### src/rtl/alu_chain_pkg.sv
// rtl/alu_chain_pkg.sv - shared types and constants for the multi-byte add/sub sequencer
package alu_chain_pkg;

  localparam int IDX_W_DEF = 2;

  typedef enum logic [1:0] {
    ST_IDLE  = 2'd0,
    ST_SETUP = 2'd1,
    ST_DRIVE = 2'd2,
    ST_FIN   = 2'd3
  } state_t;

endpackage

### src/rtl/alu_chain_ctl_if.sv
// rtl/alu_chain_ctl_if.sv - command, datapath and flag signals of the sequencer
// Optional overflow signals exist only when ALU_CHAIN_OVF_EN is defined.
interface alu_chain_ctl_if
  import alu_chain_pkg::*;
#(
  parameter int IDX_W = IDX_W_DEF
) ();

  logic             start;
  logic             op_sub;
  logic [IDX_W:0]   len;
  logic             alu_cout;
  logic [7:0]       alu_res;
  logic [IDX_W-1:0] byte_idx;
  logic             alu_sub;
  logic             alu_cin;
  logic             alu_outn;
  logic             res_we;
  logic             busy;
  logic             done;
  logic             flag_c;
  logic             flag_z;
`ifdef ALU_CHAIN_OVF_EN
  logic             sign_l;
  logic             sign_r;
  logic             flag_v;
`endif

  // slave: the sequencer itself
  modport slave (
`ifdef ALU_CHAIN_OVF_EN
    input  sign_l, sign_r,
    output flag_v,
`endif
    input  start, op_sub, len, alu_cout, alu_res,
    output byte_idx, alu_sub, alu_cin, alu_outn, res_we, busy, done, flag_c, flag_z
  );

  // master: control-word decoder plus byte-lane datapath
  modport master (
`ifdef ALU_CHAIN_OVF_EN
    output sign_l, sign_r,
    input  flag_v,
`endif
    output start, op_sub, len, alu_cout, alu_res,
    input  byte_idx, alu_sub, alu_cin, alu_outn, res_we, busy, done, flag_c, flag_z
  );

endinterface

### src/rtl/alu_chain_flags.sv
// rtl/alu_chain_flags.sv - inter-byte carry, zero/overflow accumulation and final flag registers
// Overflow tracking is present only when ALU_CHAIN_OVF_EN is defined.
module alu_chain_flags (
  input  logic       clk,
  input  logic       rst,
  input  logic       clear_i,
  input  logic       drive_i,
  input  logic       fin_i,
  input  logic       alu_cout_i,
  input  logic [7:0] alu_res_i,
`ifdef ALU_CHAIN_OVF_EN
  input  logic       op_i,
  input  logic       sign_l_i,
  input  logic       sign_r_i,
  output logic       flag_v_o,
`endif
  output logic       carry_o,
  output logic       flag_c_o,
  output logic       flag_z_o
);

  logic carry_q;
  logic zacc_q;
  logic flag_c_q;
  logic flag_z_q;

  always_ff @(posedge clk or posedge rst) begin
    if (rst) begin
      carry_q  <= 1'b0;
      zacc_q   <= 1'b0;
      flag_c_q <= 1'b0;
      flag_z_q <= 1'b0;
    end else begin
      if (clear_i) begin
        zacc_q <= 1'b1;
      end
      if (drive_i) begin
        carry_q <= alu_cout_i;
        zacc_q  <= zacc_q & (alu_res_i == 8'h00);
      end
      if (fin_i) begin
        flag_c_q <= carry_q;
        flag_z_q <= zacc_q;
      end
    end
  end

`ifdef ALU_CHAIN_OVF_EN
  logic v_q;
  logic flag_v_q;

  // signed overflow of the byte just driven; only the last byte's value survives to FIN
  always_ff @(posedge clk or posedge rst) begin
    if (rst) begin
      v_q      <= 1'b0;
      flag_v_q <= 1'b0;
    end else begin
      if (drive_i) begin
        v_q <= (sign_l_i == (sign_r_i ^ op_i)) & (alu_res_i[7] != sign_l_i);
      end
      if (fin_i) begin
        flag_v_q <= v_q;
      end
    end
  end

  assign flag_v_o = flag_v_q;
`endif

  assign carry_o  = carry_q;
  assign flag_c_o = flag_c_q;
  assign flag_z_o = flag_z_q;

endmodule

### src/rtl/alu_chain_ctl.sv
// rtl/alu_chain_ctl.sv - sequencer driving an 8-bit add/sub datapath for LSB-first multi-byte ADD/SUB
// Define ALU_CHAIN_OVF_EN to add sign_l/sign_r inputs and the flag_v output.
module alu_chain_ctl
  import alu_chain_pkg::*;
#(
  parameter int IDX_W = IDX_W_DEF
) (
  input  logic           clk,
  input  logic           rst,
  alu_chain_ctl_if.slave bus
);

  localparam logic [IDX_W:0] MAX_LEN = {1'b1, {IDX_W{1'b0}}};

  state_t           state_q, state_d;
  logic [IDX_W-1:0] idx_q, idx_d;
  logic             op_q, op_d;
  logic [IDX_W:0]   len_q, len_d;
  logic             accept;
  logic [IDX_W-1:0] last_idx;
  logic             carry;
  logic             busy;

  assign last_idx = IDX_W'(len_q - 1'b1);

  always_ff @(posedge clk or posedge rst) begin
    if (rst) begin
      state_q <= ST_IDLE;
      idx_q   <= '0;
      op_q    <= 1'b0;
      len_q   <= '0;
    end else begin
      state_q <= state_d;
      idx_q   <= idx_d;
      op_q    <= op_d;
      len_q   <= len_d;
    end
  end

  always_comb begin
    state_d = state_q;
    idx_d   = idx_q;
    op_d    = op_q;
    len_d   = len_q;
    accept  = 1'b0;
    case (state_q)
      ST_IDLE: begin
        if (bus.start) begin
          accept = 1'b1;
          op_d   = bus.op_sub;
          idx_d  = '0;
          if (bus.len == '0) begin
            len_d   = '0;
            state_d = ST_FIN;
          end else begin
            len_d   = (bus.len > MAX_LEN) ? MAX_LEN : bus.len;
            state_d = ST_SETUP;
          end
        end
      end
      ST_SETUP: state_d = ST_DRIVE;
      ST_DRIVE: begin
        if (idx_q == last_idx) begin
          state_d = ST_FIN;
        end else begin
          idx_d   = idx_q + IDX_W'(1);
          state_d = ST_SETUP;
        end
      end
      ST_FIN:   state_d = ST_IDLE;
      default:  state_d = ST_IDLE;
    endcase
  end

  // outputs decode straight from registered state so an async reset releases the bus at once
  assign busy         = (state_q != ST_IDLE);
  assign bus.busy     = busy;
  assign bus.done     = (state_q == ST_FIN);
  assign bus.res_we   = (state_q == ST_DRIVE);
  assign bus.alu_outn = (state_q != ST_DRIVE);
  assign bus.byte_idx = idx_q;
  assign bus.alu_sub  = busy & op_q;
  assign bus.alu_cin  = busy & ((idx_q == '0) ? op_q : carry);

  alu_chain_flags u_flags (
    .clk        (clk),
    .rst        (rst),
    .clear_i    (accept),
    .drive_i    (state_q == ST_DRIVE),
    .fin_i      ((state_q == ST_FIN) && (len_q != '0)),
    .alu_cout_i (bus.alu_cout),
    .alu_res_i  (bus.alu_res),
`ifdef ALU_CHAIN_OVF_EN
    .op_i       (op_q),
    .sign_l_i   (bus.sign_l),
    .sign_r_i   (bus.sign_r),
    .flag_v_o   (bus.flag_v),
`endif
    .carry_o    (carry),
    .flag_c_o   (bus.flag_c),
    .flag_z_o   (bus.flag_z)
  );

endmodule

### src/flat_wrapper.sv
// flat-port wrapper written by rule: the top's interface ports become plain ports
module alu_chain_ctl_flat import alu_chain_pkg::*;
#(
  parameter int IDX_W = IDX_W_DEF
)
  (clk, rst, bus_start, bus_op_sub, bus_len, bus_alu_cout, bus_alu_res, bus_byte_idx, bus_alu_sub, bus_alu_cin, bus_alu_outn, bus_res_we, bus_busy, bus_done, bus_flag_c, bus_flag_z);
  alu_chain_ctl_if #(.IDX_W(IDX_W)) bus_i ();
  input  logic clk;
  input  logic rst;
  input wire logic [$bits(bus_i.start)-1:0] bus_start;
  input wire logic [$bits(bus_i.op_sub)-1:0] bus_op_sub;
  input wire logic [$bits(bus_i.len)-1:0] bus_len;
  input wire logic [$bits(bus_i.alu_cout)-1:0] bus_alu_cout;
  input wire logic [$bits(bus_i.alu_res)-1:0] bus_alu_res;
  output wire logic [$bits(bus_i.byte_idx)-1:0] bus_byte_idx;
  output wire logic [$bits(bus_i.alu_sub)-1:0] bus_alu_sub;
  output wire logic [$bits(bus_i.alu_cin)-1:0] bus_alu_cin;
  output wire logic [$bits(bus_i.alu_outn)-1:0] bus_alu_outn;
  output wire logic [$bits(bus_i.res_we)-1:0] bus_res_we;
  output wire logic [$bits(bus_i.busy)-1:0] bus_busy;
  output wire logic [$bits(bus_i.done)-1:0] bus_done;
  output wire logic [$bits(bus_i.flag_c)-1:0] bus_flag_c;
  output wire logic [$bits(bus_i.flag_z)-1:0] bus_flag_z;
  assign bus_i.start = bus_start;
  assign bus_i.op_sub = bus_op_sub;
  assign bus_i.len = bus_len;
  assign bus_i.alu_cout = bus_alu_cout;
  assign bus_i.alu_res = bus_alu_res;
  assign bus_byte_idx = bus_i.byte_idx;
  assign bus_alu_sub = bus_i.alu_sub;
  assign bus_alu_cin = bus_i.alu_cin;
  assign bus_alu_outn = bus_i.alu_outn;
  assign bus_res_we = bus_i.res_we;
  assign bus_busy = bus_i.busy;
  assign bus_done = bus_i.done;
  assign bus_flag_c = bus_i.flag_c;
  assign bus_flag_z = bus_i.flag_z;
  alu_chain_ctl #(.IDX_W(IDX_W)) u_core (.clk(clk), .rst(rst), .bus(bus_i));
endmodule
### config.mk
export PLATFORM = sky130hd
export DESIGN_NAME = alu_chain_ctl_flat
export DESIGN_NICKNAME = d
export VERILOG_FILES = /design/src/rtl/alu_chain_pkg.sv /design/src/rtl/alu_chain_ctl_if.sv /design/src/rtl/alu_chain_flags.sv /design/src/rtl/alu_chain_ctl.sv /design/src/flat_wrapper.sv
export SDC_FILE = /design/constraint.sdc
export NUM_CORES = 1
export LEC_CHECK = 0
export ABC_AREA = 1
export ABC_CLOCK_PERIOD_IN_PS = 1700
export CORE_MARGIN = 8
export CORE_UTILIZATION = 41
export CTS_CLUSTER_DIAMETER = 60
export DETAILED_ROUTE_END_ITERATION = 12
export PLACE_DENSITY_LB_ADDON = 0.3
export SLEW_MARGIN = 5
export SYNTH_ARGS = -nofsm -noshare
export SYNTH_HDL_FRONTEND = slang
export SYNTH_HIERARCHICAL = 1
export SYNTH_SLANG_ARGS = --single-unit
### constraint.sdc
create_clock -name clk -period 1.7 [get_ports clk]
set_input_delay 0.34 -clock clk [delete_from_list [all_inputs] [get_ports clk]]
set_output_delay 0.34 -clock clk [all_outputs]
set_load 0.01 [all_outputs]
Yosys cells after proc, flatten, opt, wreduce, memory -nomap -nowiden
Cells that the tools add are included.
{ "op_classes": {"n_reduce_logical": 11, "bitwise_logic": 3, "mux": 14, "add_sub_neg": 2, "n_eq_ne": 7, "magnitude_cmp": 1} }
{ "ops": {"columns": ["cell", "count"], "rows": [
  ["2-bit two-way mux", 5],
  ["8-bit logical NOT", 1],
  ["2-bit one-hot mux with 4 select lines", 1],
  ["3-bit two-way mux", 2],
  ["2-bit != test (second input constant)", 3],
  ["2-bit nonzero test", 3],
  ["1-bit two-way mux", 5],
  ["2-bit == test (second input constant)", 2],
  ["2-bit logical NOT", 2],
  ["2-bit one-hot mux with 2 select lines", 1],
  ["1-bit AND", 3],
  ["3-bit > comparator (second input constant)", 1],
  ["3-bit logical NOT", 1],
  ["3-bit AND reduction", 1],
  ["3-bit nonzero test", 1],
  ["2-bit by 1-bit adder with 2-bit output (second input constant)", 1],
  ["2-bit by 1-bit == test with 1-bit output (second input constant)", 1],
  ["2-bit == test", 1],
  ["2-bit AND reduction", 1],
  ["2-bit by 1-bit subtractor with 2-bit output (second input constant)", 1],
  ["1-bit logical AND", 1]
]} }
{ "totals": {"output_inout_bits": 10, "inputBits": 16, "elab_cells": 46, "ff_bits": 12} }

Depth between registers and ports, before layout
Gate-level depths: netlist of run 1.
{ "logic_depth": {"word_depth": 4, "depth_mapped": 9, "depth_no_buf": 9} }

Hierarchy
The synthesis of run 1 kept the hierarchy.
{ "by_module_without_submodules": {"columns": ["mod", "area_per_inst_um2", "seq_area_each_um2", "instances", "cells_each"], "rows": [
  ["alu_chain_ctl", 465.4, 200.2, 1, 63],
  ["alu_chain_flags", 187.7, 100.1, 1, 21]
]} }

Least setup slack after synthesis of run 1
Ideal clock, no wire load.
{ "synth_path": {"kind": "register to output", "start": "register u_core.idx_q[0] (netlist: u_core/bus.byte_idx[0])", "end": "output bus_alu_cin", "stages_incl_launch_ff": 5, "required_time_ps": 1360, "slack_ps": 424, "arrival_ps": 936, "path_buffers": 0, "path_cell_list": "dfrtp_1 inv_1 ha_1 o21ai_0 a21oi_1"} }
{ "synth_via": {"elab_chain_len": 3} }
{ "synth_lines": {"columns": ["element", "line", "rtl"], "rows": [
  ["from (decl)", "alu_chain_ctl.sv:16", "logic [IDX_W-1:0] idx_q, idx_d;"],
  ["from (signal assigned)", "alu_chain_ctl.sv:34", "idx_q <= idx_d;"],
  ["2-bit logical NOT", "alu_chain_ctl.sv:83", "assign bus.alu_cin = busy & ((idx_q == '0) ? op_q : carry);"],
  ["1-bit two-way mux", "alu_chain_ctl.sv:83", null],
  ["1-bit AND", "alu_chain_ctl.sv:83", null],
  ["to (decl)", "flat_wrapper.sv:17", "output wire logic [$bits(bus_i.alu_cin)-1:0] bus_alu_cin;"]
]} }
Every way passes these cells.

Worst setup path in the final report of run 1
{ "layout_path": {"start": "register u_core.idx_q[1] (netlist: u_core/bus.byte_idx[1])", "end": "output bus_byte_idx[1]"} }
{ "layout_lines": {"columns": ["element", "line", "rtl"], "rows": [
  ["to (decl)", "flat_wrapper.sv:15", "output wire logic [$bits(bus_i.byte_idx)-1:0] bus_byte_idx;"]
]} }
No word-level cell between the ends.

==> flow_summary_export.csv, run 1 <==
group,metric,value,unit
run_status,run_status,"finished, final reports clean",
yosys,post_synth_mux_area_share,2.299,%
power_and_ir_drop,intPower,930.5,uW
routing,wire_per_inst,12.80,um
sta,period_utilization,95.37,%
cts,h-tree-depth,1,
yosys,synthXorXnorAreaFrac,0,%
global_routing,grt_max_degree,9,
hold_path,timing.hold.worst.class,"in2async",
routing,route.vias.total,639,
floorplan,die_y,55.91,um
yosys,synthesis.area_per_instance,7.775,um2
yosys,syn_nets,102,
sta,rsz0062_at_grt,"false",
floorplan,floorplan.die.width,55.91,um
layout,n_antenna_cell,0,
sta,maxSlewViolCount,0,
global_routing,globalRouteTotalUtil,11.84,%
placed_design,number_of_port_buffers,25,
power_and_ir_drop,p_comb_share,57.4,%
cts,clk_root_buffer_cell,"sky130_fd_sc_hd__clkbuf_4",
yosys,synth_top_family_by_area,"simple AND/OR/NAND/NOR gates",
setup_path,end_kind,"output port",
sta,final-hold-violation-count,0,
yosys,synth_async_sr_flop_share,100.0,%
setup_path,r2r-end,"u_core/u_flags/flag_z_o",
setup_path,required,1.36,ns
power_and_ir_drop,netSwitchingFraction,40.64,%
yosys,yosys.area_share.adder,3.831,%
yosys,synth-compound-area-share,10.34,%
routing,route.top_layer_used,"met4",
yosys,synthesis.area,653.1,um2
yosys,ys_types,17,
routing,tritonroute_pass_1_iters,4,
global_routing,grt_overflow_total,0,
routing,wl_met3,155,um
yosys,yosys_register_bits,12,
routing,drt-total-wl,1.703,mm
run,max_cap_violations,0,
cts,worstSkewPairLatency,0.26,ns
floorplan,design.portCount,26,
cts,tritoncts_clock_tree,"yes",
routing,vias_per_cell,4.805,
routing,wirelength_met1,713,um
power_and_ir_drop,power_switching,637.2,uW
placed_design,post-place-cells,129,
cts,clk_pin_slew,0.07,ns
layout,finalNetCount,137,
yosys,synth_top_flop_cell,"sky130_fd_sc_hd__dfrtp_1",
yosys,post_synth_and_or_nand_nor_area_fraction,26.05,%
sta,max-slew-margin-rel,77.63,%
power_and_ir_drop,power.sequential.fraction,31.7,%
setup_path,crit_path_start_kind,"flip-flop",
sta,final.setup_skew,0.002722,ns
power_and_ir_drop,p_per_area,1600,nW/um2
floorplan,placeableCoreArea,1506,um2
floorplan,design.die.area,3126,um2
sta,finalSetupTns,0,ns
routing,drt_initial_violations,18,
placed_design,place.gp.congestion,0.8292,
global_routing,global_route_wire_length_before_repair,2.973,mm
setup_path,reg2reg_depth,4,
placed_design,hpwl,1.366,mm
power_and_ir_drop,clockPowerShare,10.8,%
setup_path,cp_max_fanout,3,
layout,drive_above_1_share,17.09,%
cts,clock_path_buffers,2,
routing,drcViolationCount,0,
power_and_ir_drop,power.static_leakage,0.5024,nW
setup_path,path_class,"reg2out",
sta,post-route-min-period,1.621,ns
sta,max_freq,616.8,MHz
yosys,cells_after_synthesis,84,
global_routing,antenna_found_initial,0,
setup_path,critical_path.reg2reg.startpoint,"u_core/len_q[0]",
setup_path,timing.critical_path.arrival,1.28,ns
cts,cts.sink_count,12,
cts,holdBufCountCts,0,
sta,finalSetupViolations,0,
cts,cts_buffers,3,
yosys,synth.most_common_cell,"sky130_fd_sc_hd__nand2_1",
yosys,synth.yosys.seq_area_share,45.98,%
yosys,synthTopCellsByArea,"sky130_fd_sc_hd__dfrtp_1 46%, sky130_fd_sc_hd__nand2_1 12%, sky130_fd_sc_hd__inv_1 11%",
yosys,post_synth_most_frequent_cells,"21 x sky130_fd_sc_hd__nand2_1, 19 x sky130_fd_sc_hd__inv_1, 12 x sky130_fd_sc_hd__dfrtp_1",
layout,area_growth,50.00,%
global_routing,first_global_vias,665,
setup_path,regToRegSetupSlack,0.31,ns
yosys,proportion_of_netlist_area_held_by_the_largest_area_contributor,45.98,%
sta,worst-slew-pin-transition,0.3352,ns
routing,route.antenna.remaining_nets,0,
layout,cell_count_final_fillers_out,133,
power_and_ir_drop,ir_drop,0.6752,mV
yosys,synth_top_area_cell,"sky130_fd_sc_hd__dfrtp_1",
yosys,synth-edff-count,0,
floorplan,floorplan.initialDensity,43.36,%
routing,metal2_wl,821,um
yosys,yosys_warnings,6,
floorplan,std_cell_rows,14,
==> placed cells by master (no fill, tap or decap), types with 2 or more instances in the layout <==
master	count
sky130_fd_sc_hd__o22ai_1	2
sky130_fd_sc_hd__nor2_1	6
sky130_fd_sc_hd__clkdlybuf4s50_1	19
sky130_fd_sc_hd__nand3_1	4
sky130_fd_sc_hd__ha_1	2
sky130_fd_sc_hd__buf_2	2
sky130_fd_sc_hd__nand2_1	21
sky130_fd_sc_hd__nor2_4	2
sky130_fd_sc_hd__dlygate4sd2_1	4
sky130_fd_sc_hd__o21ai_0	2
sky130_fd_sc_hd__dfrtp_1	11
sky130_fd_sc_hd__a21oi_1	5
sky130_fd_sc_hd__buf_4	5
sky130_fd_sc_hd__inv_1	18
sky130_fd_sc_hd__clkbuf_4	3
sky130_fd_sc_hd__nor2_2	2
==> metal layers <==
| metal | vias to the layer above | global-route usage, % |
|---|---|---|
| met5 | - | 0 |
| met4 | 0 | 4.124 |
| met3 | 2 | 4.566 |
| met2 | 26 | 19.39 |
| met1 | 290 | 13.66 |
| li1 | 321 | - |
==> critical path, cell delays in order, from the launching register on <==
cell                              delay, ns
sky130_fd_sc_hd__dfrtp_1               0.36
sky130_fd_sc_hd__buf_4                 0.13
sky130_fd_sc_hd__clkdlybuf4s50_1       0.53
==> state kept, by name, indices dropped and copies added (netlist names) <==
name and count:
u_core/len_q 3, u_core/u_flags/carry_o 1, u_core/u_flags/flag_z_o 1, u_core/u_flags/zacc_q 1, u_core/bus.byte_idx 2, u_core/state_q 2
u_core/u_flags/flag_c_o 1, u_core/op_q 1
==> cells by family after synthesis <==
| logic type | after synthesis |
|---|---|
| compound gates | 12 |
| fa+ha+maj | 2 |
| buf+inv | 20 |
| flops | 12 |
| mux | 1 |
| simple gates | 37 |
==> area by class of cell <==
type	instances	area [um2]
inverters	20	77.57
flip-flops and latches	12	301.5
clock buffers	3	22.52
multi-input cells	52	285.3
fillers	134	526.8
well taps	16	20.02
repair buffers	30	272.8
==> power groups by stage <==
stage	clock, mW	sequential, mW	combinational, mW
after global routing	0.193	0.515	1.01
after CTS	0.176	0.493	0.929
after detailed placement	0	0.492	0.912
after floorplan	0	0.507	0.473
final	0.170	0.497	0.901
after global placement	0	0.487	0.895
==> worst max-delay path by stage <==
stage                            from              end  slack [ns]  depth (start not counted)
6_report       u_core/bus.byte_idx[1]  bus_byte_idx[1]        0.08                          2
5_1_grt        u_core/bus.byte_idx[0]  bus_byte_idx[0]        0.02                          2
4_1_cts             u_core/state_q[0]      bus_alu_cin       0.008                          6
3_5_place_dp        u_core/state_q[1]     bus_alu_outn       -0.01                          4
3_3_place_gp        u_core/state_q[1]     bus_alu_outn        0.03                          4
2_1_floorplan  u_core/bus.byte_idx[0]      bus_alu_cin        0.42                          4
==> through the flow <==
stage / total power, mW / utilization [%] / area, um2 / hold WS (ns) / setup slack [ns]
4_1_cts: 1.597 / 65.78 / 991.0 / 0.2816 / 0.008091
5_1_grt: 1.716 / 65.03 / 979.7 / 0.2997 / 0.02145
2_1_floorplan: 0.9805 / - / 653.1 / 0.1061 / 0.4244
3_3_place_gp: 1.382 / 63.29 / 953.4 / 0.4794 / 0.02791
6_report: 1.568 / 65.03 / 979.7 / 0.2805 / 0.07864
3_5_place_dp: 1.403 / 63.29 / 953.4 / 0.4902 / -0.01212
==> timing repair <==
item | CTS | global route
setup buffers | 1 | 0
setup endpoints to repair | 6 | 3
gates resized for setup | 15 | 3
(Power assumes the default switching activity.)
==> run 2: changes to the inputs <==
--- a/config.mk
+++ b/config.mk
@@ -5,7 +5,6 @@
 export SDC_FILE = /design/constraint.sdc
 export NUM_CORES = 1
 export LEC_CHECK = 0
-export ABC_AREA = 1
 export ABC_CLOCK_PERIOD_IN_PS = 1700
 export CORE_MARGIN = 8
 export CORE_UTILIZATION = 41
==> flow_summary_export.csv, run 2 <==
group,metric,value,unit
power_and_ir_drop,fin_total_pwr,1.704,mW
yosys,syn_nets,76,
yosys,yosys.area_share.adder,3.953,%
floorplan,design.die.area,3058,um2
sta,worst-slew-pin-transition,0.4286,ns
run_status,run_status,"finished, final reports clean",
setup_path,end_kind,"output port",
layout,finalNetCount,115,
layout,n_antenna_cell,0,
sta,maxSlewViolCount,0,
cts,clk_pin_slew,0.08,ns
power_and_ir_drop,ir_drop,0.9606,mV
power_and_ir_drop,p_per_area,1685,nW/um2
yosys,synth.most_common_cell,"sky130_fd_sc_hd__dfrtp_1",
layout,cell_count_final_fillers_out,112,
layout,area_growth,59.68,%
setup_path,worst_setup_path_startpoint,"u_core/bus.byte_idx[0]",
setup_path,regToRegSetupSlack,0.09,ns
yosys,synth-compound-area-share,12.85,%
yosys,cells_after_synthesis,58,
routing,drt_initial_violations,7,
yosys,synth_async_sr_flop_share,100.0,%
floorplan,floorplan.initialDensity,43.03,%
sta,worst_hold_slack,0.2949,ns
layout,layout_commonest_cell,"sky130_fd_sc_hd__clkdlybuf4s50_1",
setup_path,required,1.36,ns
global_routing,antenna_found_initial,0,
layout,drive_above_1_share,30.21,%
global_routing,first_global_vias,616,
yosys,synth_top_family_by_area,"simple AND/OR/NAND/NOR gates",
yosys,yosys_warnings,6,
yosys,synthTopCellsByArea,"sky130_fd_sc_hd__dfrtp_1 47%, sky130_fd_sc_hd__mux2_2 8.9%, sky130_fd_sc_hd__inv_1 6.5%",
routing,wire_per_inst,14.14,um
run,max_cap_violations,0,
yosys,synth-edff-count,0,
yosys,synthesis.area_per_instance,10.92,um2
yosys,synthXorXnorAreaFrac,2.767,%
placed_design,place.gp.congestion,0.7932,
power_and_ir_drop,power.static_leakage,0.4902,nW
setup_path,cp_max_fanout,2,
setup_path,path_class,"reg2out",
sta,finalSetupTns,0,ns
setup_path,crit_path_start_kind,"flip-flop",
yosys,yosys_register_bits,12,
global_routing,grt_overflow_total,0,
sta,final.setup_skew,0.01011,ns
yosys,synth.yosys.seq_area_share,47.43,%
yosys,post_synth_and_or_nand_nor_area_fraction,16.01,%
floorplan,placeableCoreArea,1471,um2
yosys,synthesis.area,633.1,um2
hold_path,timing.hold.worst.class,"in2async",
cts,cts_buffers,3,
global_routing,globalRouteTotalUtil,11.33,%
layout,largest_register_ffs,3,
routing,drcViolationCount,0,
cts,tritoncts_clock_tree,"yes",
routing,vias_per_cell,5.000,
sta,post-route-min-period,1.632,ns
sta,period_utilization,95.98,%
floorplan,die_y,55.30,um
placed_design,hpwl,1.264,mm
cts,worstSkewPairLatency,0.28,ns
global_routing,grt_max_degree,9,
setup_path,critical_path.reg2reg.startpoint,"u_core/state_q[1]",
setup_path,r2r-end,"u_core/len_q[1]",
placed_design,worst_slack_after_detailed_placement,-0.03145,ns
setup_path,cpMaxStageDelayCell,"sky130_fd_sc_hd__clkdlybuf4s50_1",
yosys,ys_types,23,
yosys,post_synth_mux_area_share,10.47,%
setup_path,crit_path_cell_trace,"buf_4, clkdlybuf4s50_1",
cts,h-tree-depth,1,
floorplan,std_cell_rows,14,
layout,postLayoutCellArea,1011,um2
layout,utilization,68.71,%
routing,route.antenna.remaining_nets,0,
setup_path,reg2reg_depth,5,
cts,clk_root_buffer_cell,"sky130_fd_sc_hd__clkbuf_4",
sta,max-slew-margin-rel,71.17,%
yosys,synth_top_flop_cell,"sky130_fd_sc_hd__dfrtp_1",
sta,finalSetupViolations,0,
setup_path,crit_path_capture,"bus_byte_idx[0]",
floorplan,design.portCount,26,
cts,clock_path_buffers,2,
placed_design,number_of_port_buffers,25,
floorplan,floorplan.die.width,55.30,um
routing,route.vias.total,560,
yosys,post_synth_most_frequent_cells,"12 x sky130_fd_sc_hd__dfrtp_1, 11 x sky130_fd_sc_hd__inv_1, 5 x sky130_fd_sc_hd__mux2_2, 5 x sky130_fd_sc_hd__nor2_1, 3 x sky130_fd_sc_hd__o21ai_0",
global_routing,global_route_wire_length_before_repair,2.808,mm
placed_design,place_area,933.4,um2
setup_path,slowest_delay,0.52,ns
routing,drt-total-wl,1.584,mm
setup_path,timing.critical_path.arrival,1.29,ns
yosys,proportion_of_netlist_area_held_by_the_largest_area_contributor,47.43,%
sta,final-hold-violation-count,0,
yosys,synth_top_area_cell,"sky130_fd_sc_hd__dfrtp_1",
sta,max_freq,612.9,MHz
layout,max_flop_register,"u_core/len_q",
layout,layout_common_cells,"18 x sky130_fd_sc_hd__clkdlybuf4s50_1, 12 x sky130_fd_sc_hd__dfrtp_1, 9 x sky130_fd_sc_hd__buf_4, 9 x sky130_fd_sc_hd__inv_1, 5 x sky130_fd_sc_hd__mux2_2",
cts,cts.sink_count,12,
placed_design,post-place-cells,103,
routing,tritonroute_pass_1_iters,3,
sta,final.setup.worst_slack,0.06830,ns
sta,rsz0062_at_grt,"false",
## run 2: cell families after synthesis
family,after synthesis
XOR/XNOR,2
buffers and inverters,11
adder cells (fa/ha/maj),2
multiplexers,6
AND/OR/NAND/NOR,15
AO/OA/AOI/OAI,10
flip-flops,12
## run 2: where the power goes
| part | total [mW] | internal (mW) | switching [mW] |
|---|---|---|---|
| Clock | 0.225 | 0.130 | 0.0950 |
| Combinational | 0.965 | 0.539 | 0.426 |
| Sequential | 0.514 | 0.424 | 0.0893 |
## run 2: timing repair
action	in CTS	in global routing
buffers inserted	5	0
setup endpoints to repair	6	3
hold buffers	0	0
resized for setup	7	10
pin swaps	0	1
## run 2: worst min path at each step
stage | startpoint | endpoint | slack (ns) | cells past startpoint
CTS | rst | u_core/u_flags/carry_o | 0.30 | 2
detailed placement | u_core/u_flags/flag_c_o | u_core/u_flags/flag_c_o | 0.50 | 1
global placement | u_core/len_q[2] | u_core/len_q[2] | 0.49 | 1
finish | rst | u_core/u_flags/zacc_q | 0.29 | 2
floorplan | rst | u_core/u_flags/carry_o | 0.11 | 1
global route | rst | u_core/u_flags/zacc_q | 0.31 | 2
## run 2: routing by layer
layer  share of wire, %  global-route usage [%]  vias up  wire length, um
met1                 38                   11.17      266              595
met5                  0                       0        -                0
li1                   -                       -      278                -
met3                7.9                   6.849        2              125
met2                 53                   18.91       14              846
met4                1.1                   4.225        0               17
## run 2: area by class of cell
class | count | area, um2
clock buffer | 4 | 36.28
tap | 16 | 20.02
fill | 136 | 460.4
sequential | 12 | 300.3
multi-input combinational | 35 | 306.5
inverter | 11 | 41.29
timing repair buffer | 34 | 306.5
## run 2: critical path, delay by kind of cell, from the launching register on
kind / cells / cell delay [ns]
buffers and inverters: 2 / 0.64
DFF: 1 / 0.37
